$ cat src/rtl/pwm_pkg.sv
// Shared constants, types and helpers for the PWM bank.
package pwm_pkg;
  localparam int MIN_PERIOD = 2;
  localparam int DUTY_W     = 32;

  typedef logic [DUTY_W-1:0] duty_t;

  // Host-visible shadow plus the copy the comparator actually uses.
  typedef struct packed {
    duty_t shd;
    duty_t act;
  } duty_regs_t;

  // A period shorter than MIN_PERIOD cannot produce a distinct wrap.
  function automatic logic [31:0] clamp_period(input logic [31:0] p);
    return (p < 32'(MIN_PERIOD)) ? 32'(MIN_PERIOD) : p;
  endfunction
endpackage

$ cat src/rtl/pwm_channel.sv
// One PWM channel: shadow/active duty, write decode, load bypass, compare, output flop.
module pwm_channel
  import pwm_pkg::*;
#(
  parameter int CH     = 0,
  parameter int CNT_W  = 16,
  parameter int WR_W   = 2,
  parameter bit INVERT = 1'b1
) (
  input  logic             clk,
  input  logic             rst,
  input  logic             en_i,
  input  logic             load_i,
  input  logic [CNT_W-1:0] cnt_i,
  input  logic             wr_en_i,
  input  logic [WR_W-1:0]  wr_ch_i,
  input  logic [CNT_W-1:0] wr_duty_i,
  output logic             pwm_o
);
  duty_regs_t regs_q, regs_d;
  logic       wr_hit, on, pwm_q;

  assign wr_hit = wr_en_i && (wr_ch_i == WR_W'(CH));

  always_comb begin
    regs_d = regs_q;
    if (wr_hit) regs_d.shd = duty_t'(wr_duty_i);
    // A write landing on the load cycle goes straight into the active copy.
    if (!en_i)       regs_d.act = regs_q.shd;
    else if (load_i) regs_d.act = wr_hit ? duty_t'(wr_duty_i) : regs_q.shd;
  end

  assign on = en_i && (duty_t'(cnt_i) < regs_q.act);

  always_ff @(posedge clk or posedge rst) begin
    if (rst) begin
      regs_q <= '0;
      pwm_q  <= INVERT;
    end else begin
      regs_q <= regs_d;
      pwm_q  <= on ^ INVERT;
    end
  end

  assign pwm_o = pwm_q;
endmodule

$ cat src/rtl/pwm_bank.sv
// Multi-channel PWM with a shared period counter and glitch-free, period-aligned updates.
module pwm_bank
  import pwm_pkg::*;
#(
  parameter  int N_CH           = 3,
  parameter  int CNT_W          = 16,
  parameter  int DEFAULT_PERIOD = 10000,
  parameter  bit INVERT         = 1'b1,
  localparam int WR_W           = (N_CH > 1) ? $clog2(N_CH) : 1
) (
  input  logic             clk,
  input  logic             rst,
  input  logic             en,
  input  logic [CNT_W-1:0] period,
  input  logic             wr_en,
  input  logic [WR_W-1:0]  wr_ch,
  input  logic [CNT_W-1:0] wr_duty,
  output logic [N_CH-1:0]  pwm_out,
  output logic             period_tick
);
  logic [CNT_W-1:0] cnt_q, cnt_d, per_q, per_d, per_cl;
  logic             load, tick_q;

  assign per_cl = CNT_W'(clamp_period(32'(period)));
  assign load   = en && (cnt_q == per_q - CNT_W'(1));

  // Disabled behaves like a permanent load point with the counter parked at 0.
  always_comb begin
    cnt_d = cnt_q + CNT_W'(1);
    per_d = per_q;
    if (!en || load) begin
      cnt_d = '0;
      per_d = per_cl;
    end
  end

  always_ff @(posedge clk or posedge rst) begin
    if (rst) begin
      cnt_q  <= '0;
      per_q  <= CNT_W'(DEFAULT_PERIOD);
      tick_q <= 1'b0;
    end else begin
      cnt_q  <= cnt_d;
      per_q  <= per_d;
      tick_q <= en && (cnt_q == '0);
    end
  end

  assign period_tick = tick_q;

  for (genvar i = 0; i < N_CH; i++) begin : g_ch
    pwm_channel #(
      .CH     (i),
      .CNT_W  (CNT_W),
      .WR_W   (WR_W),
      .INVERT (INVERT)
    ) u_ch (
      .clk       (clk),
      .rst       (rst),
      .en_i      (en),
      .load_i    (load),
      .cnt_i     (cnt_q),
      .wr_en_i   (wr_en),
      .wr_ch_i   (wr_ch),
      .wr_duty_i (wr_duty),
      .pwm_o     (pwm_out[i])
    );
  end
endmodule

$ cat config.mk
export PLATFORM = sky130hd
export DESIGN_NAME = pwm_bank
export DESIGN_NICKNAME = d
export VERILOG_FILES = /design/src/rtl/pwm_pkg.sv /design/src/rtl/pwm_channel.sv /design/src/rtl/pwm_bank.sv
export SDC_FILE = /design/constraint.sdc
export NUM_CORES = 1
export LEC_CHECK = 0
export BUFFER_PORTS_ARGS = -buffer_cell sky130_fd_sc_hd__buf_2
export CAP_MARGIN = 10
export CELL_PAD_IN_SITES_DETAIL_PLACEMENT = 1
export CELL_PAD_IN_SITES_GLOBAL_PLACEMENT = 1
export CORE_ASPECT_RATIO = 1.5
export CORE_MARGIN = 2
export CORE_UTILIZATION = 30
export CTS_BUF_LIST = sky130_fd_sc_hd__clkbuf_4 sky130_fd_sc_hd__clkbuf_8 sky130_fd_sc_hd__clkbuf_16
export DETAILED_ROUTE_END_ITERATION = 8
export HOLD_SLACK_MARGIN = 0.06
export PLACE_DENSITY_LB_ADDON = 0.1
export SYNTH_ARGS = -nofsm -noshare
export SYNTH_HDL_FRONTEND = slang
export SYNTH_SLANG_ARGS = --single-unit
$ cat constraint.sdc
create_clock -name clk -period 16.84 [get_ports clk]
set_clock_uncertainty 0.1 [all_clocks]
set_input_delay 1.684 -clock clk [delete_from_list [all_inputs] [get_ports clk]]
set_output_delay 1.684 -clock clk [all_outputs]
set_load 0.01 [all_outputs]
==> out/qor.csv <==
metric;value;unit
status;finished, final reports clean;
first drt pass iteration count;4;
Register Area;5720;sq um
Placeable Area;35600;sq um
layout cells sized above 1;0.137;
initial antenna violation count;3;
multi-input logic area;4620;sq um
Vias/cell;4.85;
fill count;3926;
total of max-cap violations;0;
Crit. Startpoint;per_q[0]$_DFFE_PP0P_;
GR Overflow Total;0;
die height;236;um
Slew HR;0.225;
clock root cell;clkbuf_16;
Avg WL per Cell;19.6;um
Ports;42;
Final Cell Area;12300;sq um
fmax;241;MHz
Crit. End Element;flop;
post-synth net total;1018;
Rows;85;
Synth Flop Type;dfrtp_1;
Global Route Usage Sum;0.156;
setup violators final;0;
post-synth top area share;0.510;
synth top area cells;dfrtp_1 (51%), mux2i_1 (8.5%), ha_1 (5.6%), nand2_1 (3.9%), a22o_1 (3.9%);
Cell Pwr Density;112;nW/um^2
max-slew violation count;0;
TritonCTS Buffers;24;
register area share after synthesis;0.530;
Cell Area, Placed;11400;sq um
hold_buf cts;0;
worst min-delay path class;reg -> reg;
WP data required;17150;ps
Syn Area/Cell;11.6;sq um
H-tree level count;1;
fin crit share;0.246;
initial core utilization;0.303;
Synth Register Bits;228;
largest net degree at the start of global routing;114;
Critical Path AT;4460;ps
Port Buffers;41;
insertion delay to the later sink of the worst-skew pair;530;ps
post-cts sizing count;0;
P_sw;0.000359;W
post-route ant nets;0;
nets;1046;
Syn. warnings;0;
Worst-path clk slew;60;ps
crit path max fanout;55;
hold_sp;g_ch[2].u_ch.regs_q[55]$_DFF_PP0_;
Design Power;0.00138;W
die area;37500;sq um
CTS tree;done;
Setup Fix Bufs, Post-CTS;0;
clk sinks;228;
Distinct cells, synth;60;
switching power share of the total;0.260;
Post-synth top cells;dfrtp_1 (220), nand2_1 (112), mux2i_1 (92), inv_1 (53);
internal power;0.00102;W
final wirelength;28.6;mm
Via Count;7053;
Setup CP Type;reg -> reg;
Placer Congestion;0.751;
Comb power frac;0.125;
async set-or-reset flop fraction in the synthesized netlist;1.00;
Setup TNS;0;ps
Area Growth Syn to Fin;13.8;%
worst-margin pin slew;1160;ps
sequential share of power;0.453;
maximum VDD drop;0.0000643;V
Detailed Place HPWL;19.4;mm
DRC violations left;0;
Startpoint Class;flop;
worst reg2reg startpoint;per_q[0]$_DFFE_PP0P_;
largest area contributor in the netlist;dfrtp_1;
Leakage;6.17;nW
clock power share;0.421;
first-pass GRT wire length;45.9;mm
Die W;159;um
final hold violations;0;
RSZ-0062 raised after global routing;false;
Longest Clk Path Bufs;3;
synthesized area;10800;sq um
Final min period;4150;ps
vias in the first global route;7603;
dominant cell by count in the synthesized netlist;dfrtp_1;
number of synthesized flops with an enable pin;0;
DRT iter0 DRCs;268;
Syn Inst Count;932;
[flip-flops by register name, indices dropped and copies added (netlist names)]
signal	count
g_ch.u_ch.regs_q	192
cnt_q	16
per_q	16
g_ch.u_ch.pwm_o	3
period_tick	1
[logic make-up (layout without fill, tap and decap cells)]
kind of cell | count (synthesis) | count (layout) | synth area share
muxes | 128 | 128 | 0.123
buffers and inverters | 103 | 147 | 0.0431
AOI/OAI and AO/OA | 116 | 116 | 0.0930
other | 0 | 1 | 0
adders and majority gates | 48 | 48 | 0.0557
xor gates and xnor gates | 31 | 31 | 0.0252
and+or+nand+nor | 278 | 278 | 0.130
DFF | 228 | 228 | 0.530
[cells in the final DEF, fill, tap and decap left out, types with 4 or more instances in the layout]
| cell type | n |
|---|---|
| nor2_1 | 30 |
| and2_1 | 34 |
| or3_1 | 4 |
| dfstp_2 | 8 |
| nand4_1 | 19 |
| nor4_1 | 21 |
| xor2_1 | 17 |
| ha_1 | 48 |
| nand3_1 | 8 |
| bufinv_16 | 4 |
| xnor2_1 | 14 |
| dfrtp_1 | 220 |
| inv_1 | 52 |
| a21oi_1 | 8 |
| mux2_2 | 19 |
| mux2_1 | 17 |
| clkbuf_4 | 5 |
| nor3_1 | 7 |
| nand2_1 | 112 |
| nor2b_1 | 18 |
| or4_1 | 4 |
| clkbuf_16 | 25 |
| o21ai_0 | 7 |
| nand3b_1 | 4 |
| a22o_1 | 48 |
| a21o_1 | 16 |
| buf_2 | 41 |
| mux2i_1 | 92 |
| o31a_1 | 4 |
| buf_4 | 9 |
| a211oi_1 | 7 |
[worst max-delay path, cell delays in order (launching register included)]
cell and delay (ps):
dfrtp_1 440, inv_1 100, ha_1 590, nand3_1 140
a221oi_1 290, a41oi_1 90, or4_4 710, o41ai_2 350
buf_4 790, mux2_1 380
[power by group through the flow]
stage                     Clock, W  Sequential [W]  Combinational, W
final                     0.000581        0.000625          0.000173
after floorplan                  0        0.000625          0.000129
after global placement           0        0.000635          0.000173
after CTS                 0.000606        0.000626          0.000179
after detailed placement         0        0.000636          0.000177
after global routing      0.000626        0.000631          0.000199
[area by class of cell]
class / instances / share of cell area
Clock inverter: 9 / 0.0122
Tap cell: 478 / 0.0487
Antenna cell: 1 / 0.000204
Clock buffer: 33 / 0.0574
Timing Repair Buffer: 50 / 0.0222
Multi-Input combinational cell: 601 / 0.376
Inverter: 55 / 0.0174
Sequential cell: 228 / 0.466
[worst paths after layout]
kind | end | slack, ps | depth (start not counted)
setup reg to reg | g_ch[1].u_ch.regs_q[0]$_DFFE_PP0P_ | 12690 | 9
hold / removal | g_ch[2].u_ch.regs_q[23]$_DFFE_PP0P_ | 380 | 1
setup / recovery | g_ch[1].u_ch.regs_q[0]$_DFFE_PP0P_ | 12690 | 9
min in group asynchronous | g_ch[0].u_ch.regs_q[34]$_DFF_PP0_ | 1230 | 2
max in group asynchronous | g_ch[1].u_ch.regs_q[53]$_DFF_PP0_ | 14040 | 3
hold reg to reg | g_ch[2].u_ch.regs_q[23]$_DFFE_PP0P_ | 380 | 1
[stage by stage]
step / hold slack [ps] / setup slack [ps] / util / cells
6_report: 377 / 12690 / 0.345 / 1455
5_1_grt: 401 / 12330 / 0.345 / 1454
4_1_cts: 385 / 12630 / 0.345 / 1454
3_5_place_dp: 372 / 12340 / 0.321 / 1412
3_3_place_gp: 361 / 12370 / 0.321 / 1412
2_1_floorplan: 340 / 8820 / - / 932
[routing by layer]
metal | vias to the layer above | wire length (um) | GRT usage
li1 | 3318 | - | -
met1 | 3579 | 12400 | 0.196
met2 | 108 | 14200 | 0.270
met3 | 44 | 1040 | 0.0262
met4 | 4 | 943 | 0.0584
met5 | - | 25 | 0
Power figures use the tool's default switching activity.
